==> src/rtl/riscv_mem_pkg.sv <==
// Shared widths, owner encoding and the in-flight read tag used by the memory arbiter.
// Pure declarations: no latency, no flow control.
package riscv_mem_pkg;

    localparam int MEM_ADDR_W = 32;
    localparam int MEM_DATA_W = 32;

    localparam logic OWN_IF = 1'b0;
    localparam logic OWN_D  = 1'b1;

    typedef struct packed {
        logic vld;
        logic own;
    } tag_t;

endpackage

==> src/rtl/riscv_tag_pipe.sv <==
// RD_LAT-deep {valid, owner} shift register tracking which port owns each in-flight read.
// Latency RD_LAT cycles; never stalls, a synchronous clear drops every in-flight tag.
module riscv_tag_pipe
    import riscv_mem_pkg::*;
#(
    parameter int RD_LAT = 1
) (
    input  logic clock,
    input  logic rst,
    input  tag_t in_tag,
    output tag_t out_tag
);

    tag_t tag_q [RD_LAT];
    tag_t tag_d [RD_LAT];

    always_comb begin
        tag_d[0] = in_tag;
        for (int i = 1; i < RD_LAT; i++) begin
            tag_d[i] = tag_q[i-1];
        end
    end

    always_ff @(posedge clock) begin
        for (int i = 0; i < RD_LAT; i++) begin
            if (rst) begin
                tag_q[i] <= '0;
            end else begin
                tag_q[i] <= tag_d[i];
            end
        end
    end

    assign out_tag = tag_q[RD_LAT-1];

endmodule

==> src/rtl/riscv_mem_arbiter.sv <==
// Arbitrates fetch and load/store ports onto one single-port memory; grants are combinational.
// Read data returns RD_LAT cycles after grant; data port wins unless fetch has been starved STARVE_LIMIT cycles.
module riscv_mem_arbiter
    import riscv_mem_pkg::*;
#(
    parameter int ADDR_W       = MEM_ADDR_W,
    parameter int DATA_W       = MEM_DATA_W,
    parameter int RD_LAT       = 1,
    parameter int STARVE_LIMIT = 4
) (
    input  logic                clock,
    input  logic                rst,
    input  logic                if_req,
    input  logic [ADDR_W-1:0]   if_addr,
    output logic                if_gnt,
    output logic                if_rvalid,
    output logic [DATA_W-1:0]   if_rdata,
    input  logic                d_req,
    input  logic                d_we,
    input  logic [ADDR_W-1:0]   d_addr,
    input  logic [DATA_W-1:0]   d_wdata,
    input  logic [DATA_W/8-1:0] d_wstrb,
    output logic                d_gnt,
    output logic                d_rvalid,
    output logic [DATA_W-1:0]   d_rdata,
    output logic                mem_en,
    output logic                mem_we,
    output logic [ADDR_W-1:0]   mem_addr,
    output logic [DATA_W-1:0]   mem_wdata,
    output logic [DATA_W/8-1:0] mem_wstrb,
    input  logic [DATA_W-1:0]   mem_rdata
);

    localparam logic [3:0] LIMIT = 4'(STARVE_LIMIT);

    logic [3:0] starve_cnt_q, starve_cnt_d;
    logic       fetch_wins;
    tag_t       issue_tag, rsp_tag;

    assign fetch_wins = (starve_cnt_q == LIMIT);

    always_comb begin
        if_gnt    = 1'b0;
        d_gnt     = 1'b0;
        mem_addr  = '0;
        mem_wdata = '0;
        mem_wstrb = '0;
        if (!rst) begin
            if (d_req && !(if_req && fetch_wins)) begin
                d_gnt = 1'b1;
            end else if (if_req) begin
                if_gnt = 1'b1;
            end
        end
        if (d_gnt) begin
            mem_addr  = d_addr;
            mem_wdata = d_wdata;
            mem_wstrb = d_we ? d_wstrb : '0;
        end else if (if_gnt) begin
            mem_addr  = if_addr;
        end
    end

    assign mem_en = if_gnt | d_gnt;
    assign mem_we = d_gnt & d_we;

    // Counter only runs while fetch is actively being refused.
    always_comb begin
        starve_cnt_d = '0;
        if (if_req && !if_gnt) begin
            starve_cnt_d = fetch_wins ? starve_cnt_q : 4'(starve_cnt_q + 4'd1);
        end
    end

    always_ff @(posedge clock) begin
        if (rst) begin
            starve_cnt_q <= '0;
        end else begin
            starve_cnt_q <= starve_cnt_d;
        end
    end

    assign issue_tag.vld = mem_en & ~mem_we;
    assign issue_tag.own = d_gnt ? OWN_D : OWN_IF;

    riscv_tag_pipe #(
        .RD_LAT (RD_LAT)
    ) u_tag_pipe (
        .clock   (clock),
        .rst     (rst),
        .in_tag  (issue_tag),
        .out_tag (rsp_tag)
    );

    assign if_rvalid = !rst && rsp_tag.vld && (rsp_tag.own == OWN_IF);
    assign d_rvalid  = !rst && rsp_tag.vld && (rsp_tag.own == OWN_D);
    assign if_rdata  = if_rvalid ? mem_rdata : '0;
    assign d_rdata   = d_rvalid  ? mem_rdata : '0;

endmodule
==> config.mk <==
export PLATFORM = sky130hd
export DESIGN_NAME = riscv_mem_arbiter
export DESIGN_NICKNAME = d
export VERILOG_FILES = /design/src/rtl/riscv_mem_pkg.sv /design/src/rtl/riscv_tag_pipe.sv /design/src/rtl/riscv_mem_arbiter.sv
export SDC_FILE = /design/constraint.sdc
export NUM_CORES = 1
export LEC_CHECK = 0
export ABC_AREA = 1
export BUFFER_PORTS_ARGS = -buffer_cell sky130_fd_sc_hd__buf_2
export CAP_MARGIN = 25
export CORE_AREA = 10 10 97 99
export DETAILED_ROUTE_END_ITERATION = 6
export DIE_AREA = 0 0 107 109
export HOLD_SLACK_MARGIN = 0.1
export MAX_ROUTING_LAYER = met4
export PLACE_DENSITY = 0.74
export REMOVE_ABC_BUFFERS = 1
export SLEW_MARGIN = 30
export SYNTH_ARGS = -nofsm -noshare
export SYNTH_HDL_FRONTEND = slang
export SYNTH_HIERARCHICAL = 1
export SYNTH_SLANG_ARGS = --single-unit
==> constraint.sdc <==
create_clock -name clock -period 1.7 [get_ports clock]
set_input_delay 0.255 -clock clock [delete_from_list [all_inputs] [get_ports clock]]
set_output_delay 0.255 -clock clock [all_outputs]
set_load 0.005 [all_outputs]
=== Word level (Yosys, flattened, before mapping) ===
Memory sizes are Yosys's and may differ from the RTL's.
Index checks and enable logic that the tools add are counted.

* Register bits: 4
* Bits in writable memories: 2
* Input port bits: 137
* Output and inout port bits: 138
* Word-level logic and storage cells: 39
* Memories kept: 1

{| class="wikitable"
|+ Memory list
! memory !! words !! width !! rd ports !! clocked after memory_dff !! wr ports !! line !! text
|-
| u_tag_pipe.tag_q || 1 || 2 || 1 || 0 || 1 || riscv_tag_pipe.sv:14 || <nowiki>tag_t tag_q [RD_LAT];</nowiki>
|}

* Add/subtract/negate cells: 1
* Equal/unequal tests: 1
* Multiplexer cells: 18
* Bitwise operators: 6
* Reductions and logical operators: 11

{| class="wikitable"
|+ Operators by type and width
! cell !! number
|-
| 32-bit two-way mux || 5
|-
| 1-bit two-way mux || 10
|-
| 4-bit two-way mux || 2
|-
| 1-bit logical AND || 6
|-
| 4-bit by 1-bit adder with 4-bit output (second input constant) || 1
|-
| 4-bit by 3-bit equality test with 1-bit output (second input constant) || 1
|-
| 2-bit OR reduction || 2
|-
| 1-bit logical NOT || 3
|-
| 1-bit inverter || 3
|-
| 1-bit AND || 2
|-
| 2-bit two-way mux || 1
|-
| 1-bit bitwise OR || 1
|}

=== Longest topological paths before layout ===
Gate-level depths: netlist of run 1.

* Depth in word-level cells: 10
* Mapped depth: 9
* Depth with buffers taken out: 8

=== Hierarchy ===
Netlist of run 1, hierarchy kept.

{| class="wikitable"
|+ By module, submodules not included
! module !! times used !! cells each !! area an instance (um^2) !! sequential area each (um^2)
|-
| riscv_mem_arbiter || 1 || 340 || 1,569.0 || 80.1
|-
| riscv_tag_pipe || 1 || 6 || 55.1 || 40.0
|}

=== Worst setup path before layout of run 1 ===
Ideal clock, no wire load.

* Path kind: register -> output
* From: register starve_cnt_q[0]
* To: output mem_addr[10]
* Arrival: 1,268 ps
* Required time: 1,445 ps
* Setup slack: 177 ps
* Stages on the path, launching flop included: 7
* Buffers on the path: 1
* Path through: dfxtp_1 > inv_1 > ha_1 > nand4_4 > clkbuf_1 > nand4_1 > nand2_1

* Cells in the longest elaborated chain, start to end: 8
* Elaborated cells on any way between the ends: 10
* Classes of those cells: eq/ne: 1; mux: 6; reduce/logical: 3

{| class="wikitable"
|+ Ends and longest elaborated chain
! element !! line !! text
|-
| start, declared || riscv_mem_arbiter.sv:36 || <nowiki>logic [3:0] starve_cnt_q, starve_cnt_d;</nowiki>
|-
| start signal, assigned || riscv_mem_arbiter.sv:79 || <nowiki>starve_cnt_q <= starve_cnt_d;</nowiki>
|-
| 4-bit by 3-bit equality test with 1-bit output (*) || riscv_mem_arbiter.sv:40 || <nowiki>assign fetch_wins = (starve_cnt_q == LIMIT);</nowiki>
|-
| 1-bit logical AND (*) || riscv_mem_arbiter.sv:49 || <nowiki>if (d_req && !(if_req && fetch_wins)) begin</nowiki>
|-
| 1-bit logical NOT (*) || riscv_mem_arbiter.sv:49 ||
|-
| 1-bit logical AND (*) || riscv_mem_arbiter.sv:49 ||
|-
| 1-bit two-way mux || riscv_mem_arbiter.sv:49 ||
|-
| 1-bit two-way mux || riscv_mem_arbiter.sv:48 || <nowiki>if (!rst) begin</nowiki>
|-
| 32-bit two-way mux || riscv_mem_arbiter.sv:59 || <nowiki>end else if (if_gnt) begin</nowiki>
|-
| 32-bit two-way mux (*) || riscv_mem_arbiter.sv:55 || <nowiki>if (d_gnt) begin</nowiki>
|-
| end, declared || riscv_mem_arbiter.sv:28 || <nowiki>output logic [ADDR_W-1:0] mem_addr,</nowiki>
|}

Mark *: on every way between the ends. The rest lies on a longest branch, timed or not.

=== Final worst setup path of run 1 ===
* From: register starve_cnt_q[0]
* To: output mem_addr[3]

The elaborated chain is that of the path after synthesis.

==> results of run 1 <==
## routing by layer
metal	vias up	track usage [%]	share of wire, %
met5	-	-	0
met1	1384	17.1	35
met2	203	30.0	53
met4	0	2.61	0.56
met3	6	6.02	12
li1	1582	-	-
## logic make-up after synthesis
group,Yosys count,share of synthesized area [%]
and+or+nand+nor,232,63.3
DFF,6,7.40
adders and majority gates,2,1.54
AOI/OAI and AO/OA,1,0.462
xor gates and xnor gates,1,0.539
buffers and inverters,104,26.8
## state kept, by name (all words and copies together) (netlist names)
name,flops
u_tag_pipe/tag_q,2
starve_cnt_q,4
## final timing paths
kind              slack, ns                                 to                    startpoint
setup / recovery      0.001                        mem_addr[3]  starve_cnt_q[0]$_SDFFE_PP0P_
hold / removal         0.25  u_tag_pipe/tag_q[0][1]$_SDFF_PP0_                           rst
setup reg to reg       0.41  u_tag_pipe/tag_q[0][1]$_SDFF_PP0_  starve_cnt_q[0]$_SDFFE_PP0P_
hold reg to reg        0.58       starve_cnt_q[3]$_SDFFE_PP0P_  starve_cnt_q[3]$_SDFFE_PP0P_
## metrics by stage
stage | instances | total power, mW | worst slack (ns) | TNS [ns]
after floorplan | 320 | 0.326 | -0.231 | -18.12
after global placement | 711 | 0.661 | 0.153 | 0
after detailed placement | 711 | 0.672 | 0.0948 | 0
after CTS | 715 | 0.913 | -0.0113 | -0.0449
after global routing | 717 | 0.979 | -0.0841 | -3.07
final | 717 | 0.901 | 0.000955 | 0
## where the power goes
group	internal, mW	total [mW]	switching [mW]
registers	0.145	0.147	0.00178
logic	0.269	0.537	0.268
clock network	0.152	0.218	0.0650
total	0.566	0.901	0.335
## what timing repair did
action,CTS,global route
cloned,1,0
gates resized for setup,11,2
setup endpoints to repair,72,71
setup buffers,0,0
pin swaps,3,1
## layout by cell type, fill, tap and decap left out, types with 2 or more instances in the layout
cell | synthesis | routed
sky130_fd_sc_hd__diode_2 | 0 | 2
sky130_fd_sc_hd__clkbuf_8 | 0 | 3
sky130_fd_sc_hd__buf_4 | 0 | 11
sky130_fd_sc_hd__nand4_1 | 33 | 33
sky130_fd_sc_hd__nand2_2 | 1 | 2
sky130_fd_sc_hd__nand3_1 | 36 | 35
sky130_fd_sc_hd__inv_2 | 2 | 5
sky130_fd_sc_hd__nor2_1 | 111 | 110
sky130_fd_sc_hd__dfxtp_1 | 6 | 4
sky130_fd_sc_hd__nand3_2 | 1 | 2
sky130_fd_sc_hd__buf_2 | 6 | 273
sky130_fd_sc_hd__nand2_1 | 48 | 46
sky130_fd_sc_hd__buf_12 | 0 | 4
sky130_fd_sc_hd__inv_1 | 76 | 73
sky130_fd_sc_hd__dfxtp_2 | 0 | 2
## synthesized netlist by cell type, drive strengths merged
cell and number:
nand2 49, nand4 34, clkbuf 10, buf 16, nor2 111, o21a 1
xor2 1, dfxtp 6, ha 2, nand3 37, inv 78, or2 1
## area by class of cell
cell class                      instances  area [um^2]  area share, %
Antenna cell                            2         5.00          0.154
Clock buffer                            3         41.3           1.27
Inverter                               78          293           8.99
Multi-Input combinational cell        236         1100           33.7
Sequential cell                         6          123           3.77
Tap cell                              102          128           3.92
Timing Repair Buffer                  290         1570           48.2
==> impl_table.tex, run 1 <==
\begin{tabular}{lr}
\hline
Metric & Value \\
\hline
\multicolumn{2}{l}{\textbf{Run status}} \\
Run status & finished clean \\
\multicolumn{2}{l}{\textbf{Clocking}} \\
Number of levels the H-tree was split into & 1 \\
Inserted Clock Buffers & 3 \\
TritonCTS clock tree & built \\
Clk pin slew, worst setup/hold paths & 0.04 ns \\
Insertion delay of the later-clocked pin in the worst-skew pair & 0.22 ns \\
Clock sink total & 6 \\
Root Buffer & sky130\_fd\_sc\_hd\_\_clkbuf\_8 \\
Number of hold buffers added after cts & 0 \\
Number of buffers on the longest clock path & 2 \\
\multicolumn{2}{l}{\textbf{Placement}} \\
Global placement routability congestion & 0.905 \\
Dpl hpwl & 9370 um \\
IO buf count & 274 \\
Cell area after placement & 0.00315 mm\^{}2 \\
\multicolumn{2}{l}{\textbf{Global routing}} \\
Total routing usage reported by global routing & 16.6\% \\
Antenna violations before repair & 2 \\
Global-route wire length before repair & 15300 um \\
Maximum number of pins on one net before global-route repair & 38 \\
GR Overflow Total & 0 \\
Vias in the first global route & 3048 \\
\multicolumn{2}{l}{\textbf{Timing}} \\
Final count of hold timing violations & 0 \\
Slew Limit Headroom & 67.1\% \\
Maximum clock frequency & 589 MHz \\
Worst hold slack & 0.252 ns \\
Pins Over Slew Limit & 0 \\
RSZ-0062 raised after global routing & yes \\
Transition time at the pin with the least slew margin & 0.492 ns \\
Count of endpoints failing setup in the final report & 0 \\
Clock Skew & 0.00255 ns \\
Final worst path period share & 99.9\% \\
Clock period minus final worst setup slack & 1.70 ns \\
\multicolumn{2}{l}{\textbf{Floorplan}} \\
Starting utilization of the core area & 21.6\% \\
DIE WIDTH & 107 um \\
Height of the die & 109 um \\
Area of the core & 0.00753 mm\^{}2 \\
Area enclosed by the die boundary & 0.0117 mm\^{}2 \\
Num rows & 32 \\
I/O pin count & 275 \\
\multicolumn{2}{l}{\textbf{Routing}} \\
DR WL/cell & 15.1 um \\
Via count of the routed design & 3175 \\
DRC & 0 \\
First-pass iteration count of the detailed router & 6 \\
Drt first-iter violations & 159 \\
DRT Wirelength & 10800 um \\
Number of antenna-violating nets in the routed design & 0 \\
Mean number of vias per cell & 4.43 \\
\multicolumn{2}{l}{\textbf{Min path}} \\
Tightest Hold Check Type & input port to register \\
Hold path cells & 2 \\
\multicolumn{2}{l}{\textbf{Final layout}} \\
Fraction of final layout cells with drive strength greater than 1 & 50.4\% \\
P\&R area growth vs syn & 100\% \\
Fillers & 810 \\
Utilization after layout & 43.3\% \\
Post-layout nets & 754 \\
Final Cell Area & 0.00326 mm\^{}2 \\
\multicolumn{2}{l}{\textbf{Setup path}} \\
Required time at the endpoint of the critical path & 1.44 ns \\
Top Family by Delay on Critical Path & buffers and inverters \\
Crit path launch type & register \\
Slowest cell on crit path & sky130\_fd\_sc\_hd\_\_dfxtp\_2 \\
Critical-path maximum fanout & 20 \\
Endpoint arrival time on the critical path & 1.44 ns \\
Delay of the slowest cell on the worst path & 0.32 ns \\
Number of stages on the worst setup path & 7 \\
Category of the worst setup path capture point & output pin \\
Cell breakdown of the critical path & inv\_2 > ha\_4 > nand4\_4 > buf\_4 > nand4\_1 > nand2\_1 > buf\_2 \\
R2R cell count & 9 \\
Number of buffers and inverters on the critical path & 3 \\
Startpoint-to-endpoint class of the critical path & register to output pin \\
\multicolumn{2}{l}{\textbf{Power}} \\
PD cells & 277 mW/mm\^{}2 \\
Max IR drop VDD & 138 uV \\
Leak Pwr & 2.43 nW \\
\multicolumn{2}{l}{\textbf{Flow run}} \\
Total of max-cap violations & 0 \\
\multicolumn{2}{l}{\textbf{Logic synthesis}} \\
Synthesized flop and latch total & 6 \\
Syn Std Cell Area & 0.00162 mm\^{}2 \\
Fraction of post-synthesis cell area in the top cell type by area & 25.7\% \\
Seq/Total Area, Yosys & 7.40\% \\
Synthesized area per cell & 4.69 um\^{}2 \\
Cell types occupying the most area after synthesis & sky130\_fd\_sc\_hd\_\_nor2\_1 (26\%), sky130\_fd\_sc\_hd\_\_inv\_1 (18\%), sky130\_fd\_sc\_hd\_\_nand4\_1 (13\%) \\
Area leader, netlist & sky130\_fd\_sc\_hd\_\_nor2\_1 \\
Warnings, synthesis & 6 \\
Number of instances in the synthesized netlist & 346 \\
Count of different cell masters after synthesis & 18 \\
\hline
\end{tabular}
Power figures use the tool's default switching activity.
==> run 2: changes to the inputs <==
GPL_TIMING_DRIVEN = 0   (was unset)
==> run 2 against run 1 <==
  * The flow now finishes with violations (negative setup slack)
  * Sequential power about the same
  * Global-route usage up 2.1 points
  * Cell area up 12%
  * Clock power down 3%
  * Register-to-register slack worse by 0.15 ns
  * Setup slack worse by 0.083 ns
  * Combinational power up 13%
  * First-iteration DRC count down 23%
  * Critical path type unchanged
==> impl_table.tex, run 2 (synthesis gave the netlist of run 1 again) <==
\begin{tabular}{lr}
\hline
Metric & Value \\
\hline
\multicolumn{2}{l}{\textbf{Setup path}} \\
Most common cell type on the critical path & sky130\_fd\_sc\_hd\_\_buf\_12 \\
R2R cell count & 9 (unchanged) \\
Cell breakdown of the critical path & inv\_2 > ha\_4 > nand4\_4 > buf\_12 > buf\_12 > nand3\_2 > nor2\_1 > buf\_2 (was inv\_2 > ha\_4 > nand4\_4 > buf\_4 > nand4\_1 > nand2\_1 > buf\_2) \\
Critical-path maximum fanout & 5 (was 20) \\
Required time at the endpoint of the critical path & 1.44 ns (about the same) \\
Endpoint arrival time on the critical path & 1.53 ns (was 1.44 ns) \\
Crit Reg-Reg Startpoint & starve\_cnt\_q[0]\$\_SDFFE\_PP0P\_ (unchanged) \\
Top Family by Delay on Critical Path & buffers and inverters (unchanged) \\
Crit path launch type & register (unchanged) \\
Delay of the slowest cell on the worst path & 0.32 ns (about the same) \\
Startpoint-to-endpoint class of the critical path & register to output pin (unchanged) \\
Category of the worst setup path capture point & output pin (unchanged) \\
Internal reg-to-reg setup slack & 0.26 ns (was 0.41 ns) \\
Capture instance of the worst register-to-register path & u\_tag\_pipe/tag\_q[0][1]\$\_SDFF\_PP0\_ (unchanged) \\
Number of buffers and inverters on the critical path & 4 (was 3) \\
Slowest cell on crit path & sky130\_fd\_sc\_hd\_\_dfxtp\_2 (unchanged) \\
\multicolumn{2}{l}{\textbf{Power}} \\
Net Switching & 383 uW (was 335 uW) \\
Leak Pwr & 2.51 nW (was 2.43 nW) \\
Clock network fraction of total power & 22.0\% (was 24.1\%) \\
Final total power & 965 uW (was 901 uW) \\
PD cells & 264 mW/mm\^{}2 (was 277 mW/mm\^{}2) \\
Max IR drop VDD & 130 uV (was 138 uV) \\
Switching fraction of total power & 39.7\% (was 37.2\%) \\
Proportion of power drawn by combinational gates & 62.8\% (was 59.6\%) \\
Pint & 582 uW (was 566 uW) \\
Reg power frac & 15.2\% (was 16.3\%) \\
\multicolumn{2}{l}{\textbf{Floorplan}} \\
Height of the die & 109 um (unchanged) \\
Area of the core & 0.00753 mm\^{}2 (unchanged) \\
Starting utilization of the core area & 21.6\% (unchanged) \\
Area enclosed by the die boundary & 0.0117 mm\^{}2 (unchanged) \\
Num rows & 32 (unchanged) \\
I/O pin count & 275 (unchanged) \\
DIE WIDTH & 107 um (unchanged) \\
\multicolumn{2}{l}{\textbf{Clocking}} \\
Number of buffers on the longest clock path & 2 (unchanged) \\
Inserted Clock Buffers & 3 (unchanged) \\
TritonCTS clock tree & built (unchanged) \\
Number of hold buffers added after cts & 0 (unchanged) \\
Root Buffer & sky130\_fd\_sc\_hd\_\_clkbuf\_8 (unchanged) \\
Number of levels the H-tree was split into & 1 (unchanged) \\
Clock sink total & 6 (unchanged) \\
Clk pin slew, worst setup/hold paths & 0.03 ns (was 0.04 ns) \\
Insertion delay of the later-clocked pin in the worst-skew pair & 0.22 ns (about the same) \\
\multicolumn{2}{l}{\textbf{Final layout}} \\
Largest register FFs & 4 (unchanged) \\
Fraction of final layout cells with drive strength greater than 1 & 56.8\% (was 50.4\%) \\
Post-layout nets & 763 (was 754) \\
Largest register by flop count & starve\_cnt\_q (unchanged) \\
P\&R area growth vs syn & 125\% (was 100\%) \\
Multi-input gate area in the final layout & 0.00142 mm\^{}2 (was 0.00110 mm\^{}2) \\
Combined flip-flop and latch cell area & 128 um\^{}2 (was 123 um\^{}2) \\
Leading cell types in the layout, fill and taps excluded & sky130\_fd\_sc\_hd\_\_buf\_2 (268), sky130\_fd\_sc\_hd\_\_nor2\_1 (92), sky130\_fd\_sc\_hd\_\_inv\_1 (72) (was sky130\_fd\_sc\_hd\_\_buf\_2 (273), sky130\_fd\_sc\_hd\_\_nor2\_1 (110), sky130\_fd\_sc\_hd\_\_inv\_1 (73)) \\
Fillers & 795 (was 810) \\
Most common library cell in the layout ignoring fill and taps & sky130\_fd\_sc\_hd\_\_buf\_2 (unchanged) \\
Largest registers in the final layout & starve\_cnt\_q x4, u\_tag\_pipe/tag\_q x2 (unchanged) \\
\multicolumn{2}{l}{\textbf{Routing}} \\
Drt first-iter violations & 122 (was 159) \\
DRC & 0 (unchanged) \\
Mean number of vias per cell & 4.49 (was 4.43) \\
Via count of the routed design & 3255 (was 3175) \\
Number of antenna-violating nets in the routed design & 0 (unchanged) \\
DR WL/cell & 16.6 um (was 15.1 um) \\
First-pass iteration count of the detailed router & 4 (was 6) \\
DRT Wirelength & 12000 um (was 10800 um) \\
\multicolumn{2}{l}{\textbf{Placement}} \\
Global placement routability congestion & 0.907 (was 0.905) \\
Dpl hpwl & 9020 um (was 9370 um) \\
IO buf count & 274 (unchanged) \\
\multicolumn{2}{l}{\textbf{Run status}} \\
Violations in the final reports & negative setup slack \\
Run status & finished with violations (was finished clean) \\
\multicolumn{2}{l}{\textbf{Global routing}} \\
GR Overflow Total & 0 (unchanged) \\
Maximum number of pins on one net before global-route repair & 43 (was 38) \\
Global-route wire length before repair & 17300 um (was 15300 um) \\
Vias in the first global route & 3366 (was 3048) \\
Antenna violations before repair & 1 (was 2) \\
Total routing usage reported by global routing & 18.7\% (was 16.6\%) \\
\multicolumn{2}{l}{\textbf{Min path}} \\
Worst min-delay path startpoint & rst (unchanged) \\
Hold path cells & 2 (unchanged) \\
Tightest Hold Check Type & input port to register (unchanged) \\
Hold EP & u\_tag\_pipe/tag\_q[0][0]\$\_SDFF\_PP0\_ (was u\_tag\_pipe/tag\_q[0][1]\$\_SDFF\_PP0\_) \\
\multicolumn{2}{l}{\textbf{Timing}} \\
Worst hold slack & 0.337 ns (was 0.252 ns) \\
Worst Slack Setup Final & -0.0821 ns (was 0.000955 ns) \\
Final worst path period share & 105\% (was 99.9\%) \\
RSZ-0062 raised after global routing & yes (unchanged) \\
Clock period minus final worst setup slack & 1.78 ns (was 1.70 ns) \\
Transition time at the pin with the least slew margin & 0.670 ns (was 0.492 ns) \\
Count of endpoints failing setup in the final report & 65 (was 0) \\
Pins Over Slew Limit & 0 (unchanged) \\
Maximum clock frequency & 561 MHz (was 589 MHz) \\
Final count of hold timing violations & 0 (unchanged) \\
Clock Skew & 0.00155 ns (was 0.00255 ns) \\
Slew Limit Headroom & 55.3\% (was 67.1\%) \\
\multicolumn{2}{l}{\textbf{Flow run}} \\
Total of max-cap violations & 0 (unchanged) \\
\hline
\end{tabular}
-- run 2: worst max path at each step --
stage	cells past startpoint	to	start	slack (ns)
floorplan	6	mem_en	starve_cnt_q[0]$_SDFFE_PP0P_	-0.23
global placement	6	mem_en	if_req	-1.43
detailed placement	7	mem_en	starve_cnt_q[0]$_SDFFE_PP0P_	-0.98
CTS	9	mem_addr[3]	starve_cnt_q[0]$_SDFFE_PP0P_	-0.05
global route	8	mem_wstrb[2]	starve_cnt_q[0]$_SDFFE_PP0P_	-0.17
finish	8	mem_wstrb[2]	starve_cnt_q[0]$_SDFFE_PP0P_	-0.08
-- run 2: per-layer routing --
| metal | vias to the layer above | routed length (um) | GRT usage [%] |
|---|---|---|---|
| li1 | 1618 | - | - |
| met1 | 1439 | 4700 | 20.4 |
| met2 | 189 | 6240 | 33.5 |
| met3 | 9 | 1010 | 4.72 |
| met4 | 0 | 84 | 3.77 |
| met5 | - | 0 | - |
-- run 2: layout make-up --
| class | instances | area share (%) |
|---|---|---|
| Antenna cell | 1 | 0.0684 |
| Clock buffer | 3 | 1.13 |
| Inverter | 78 | 8.55 |
| Multi-Input combinational cell | 245 | 38.7 |
| Sequential cell | 6 | 3.49 |
| Tap cell | 102 | 3.49 |
| Timing Repair Buffer | 290 | 44.5 |
-- run 2: per-stage QoR --
stage               std cells  TNS, ns  area, um^2  worst slack, ns  utilization (%)
detailed placement        697   -75.53        3020           -0.978             40.1
CTS                       723    -2.42        3520          -0.0515             46.8
global route              725    -8.45        3660           -0.172             48.6
floorplan                 320   -18.12        1480           -0.231                -
global placement          696   -94.58        2980            -1.43             39.6
finish                    725    -2.81        3660          -0.0821             48.6
-- run 2: power by group through the flow --
stage	Clock, mW	Combinational [mW]	Sequential (mW)
2_1_floorplan	0	0.177	0.149
3_3_place_gp	0	0.477	0.149
3_5_place_dp	0	0.498	0.150
4_1_cts	0.219	0.576	0.147
5_1_grt	0.230	0.667	0.147
6_report	0.212	0.606	0.147
-- run 2: what timing repair did --
action	CTS	global route
setup buffers	14	0
endpoints found under the setup margin	139	108
resized for setup	47	36
gates cloned	9	1
pin swaps	5	2
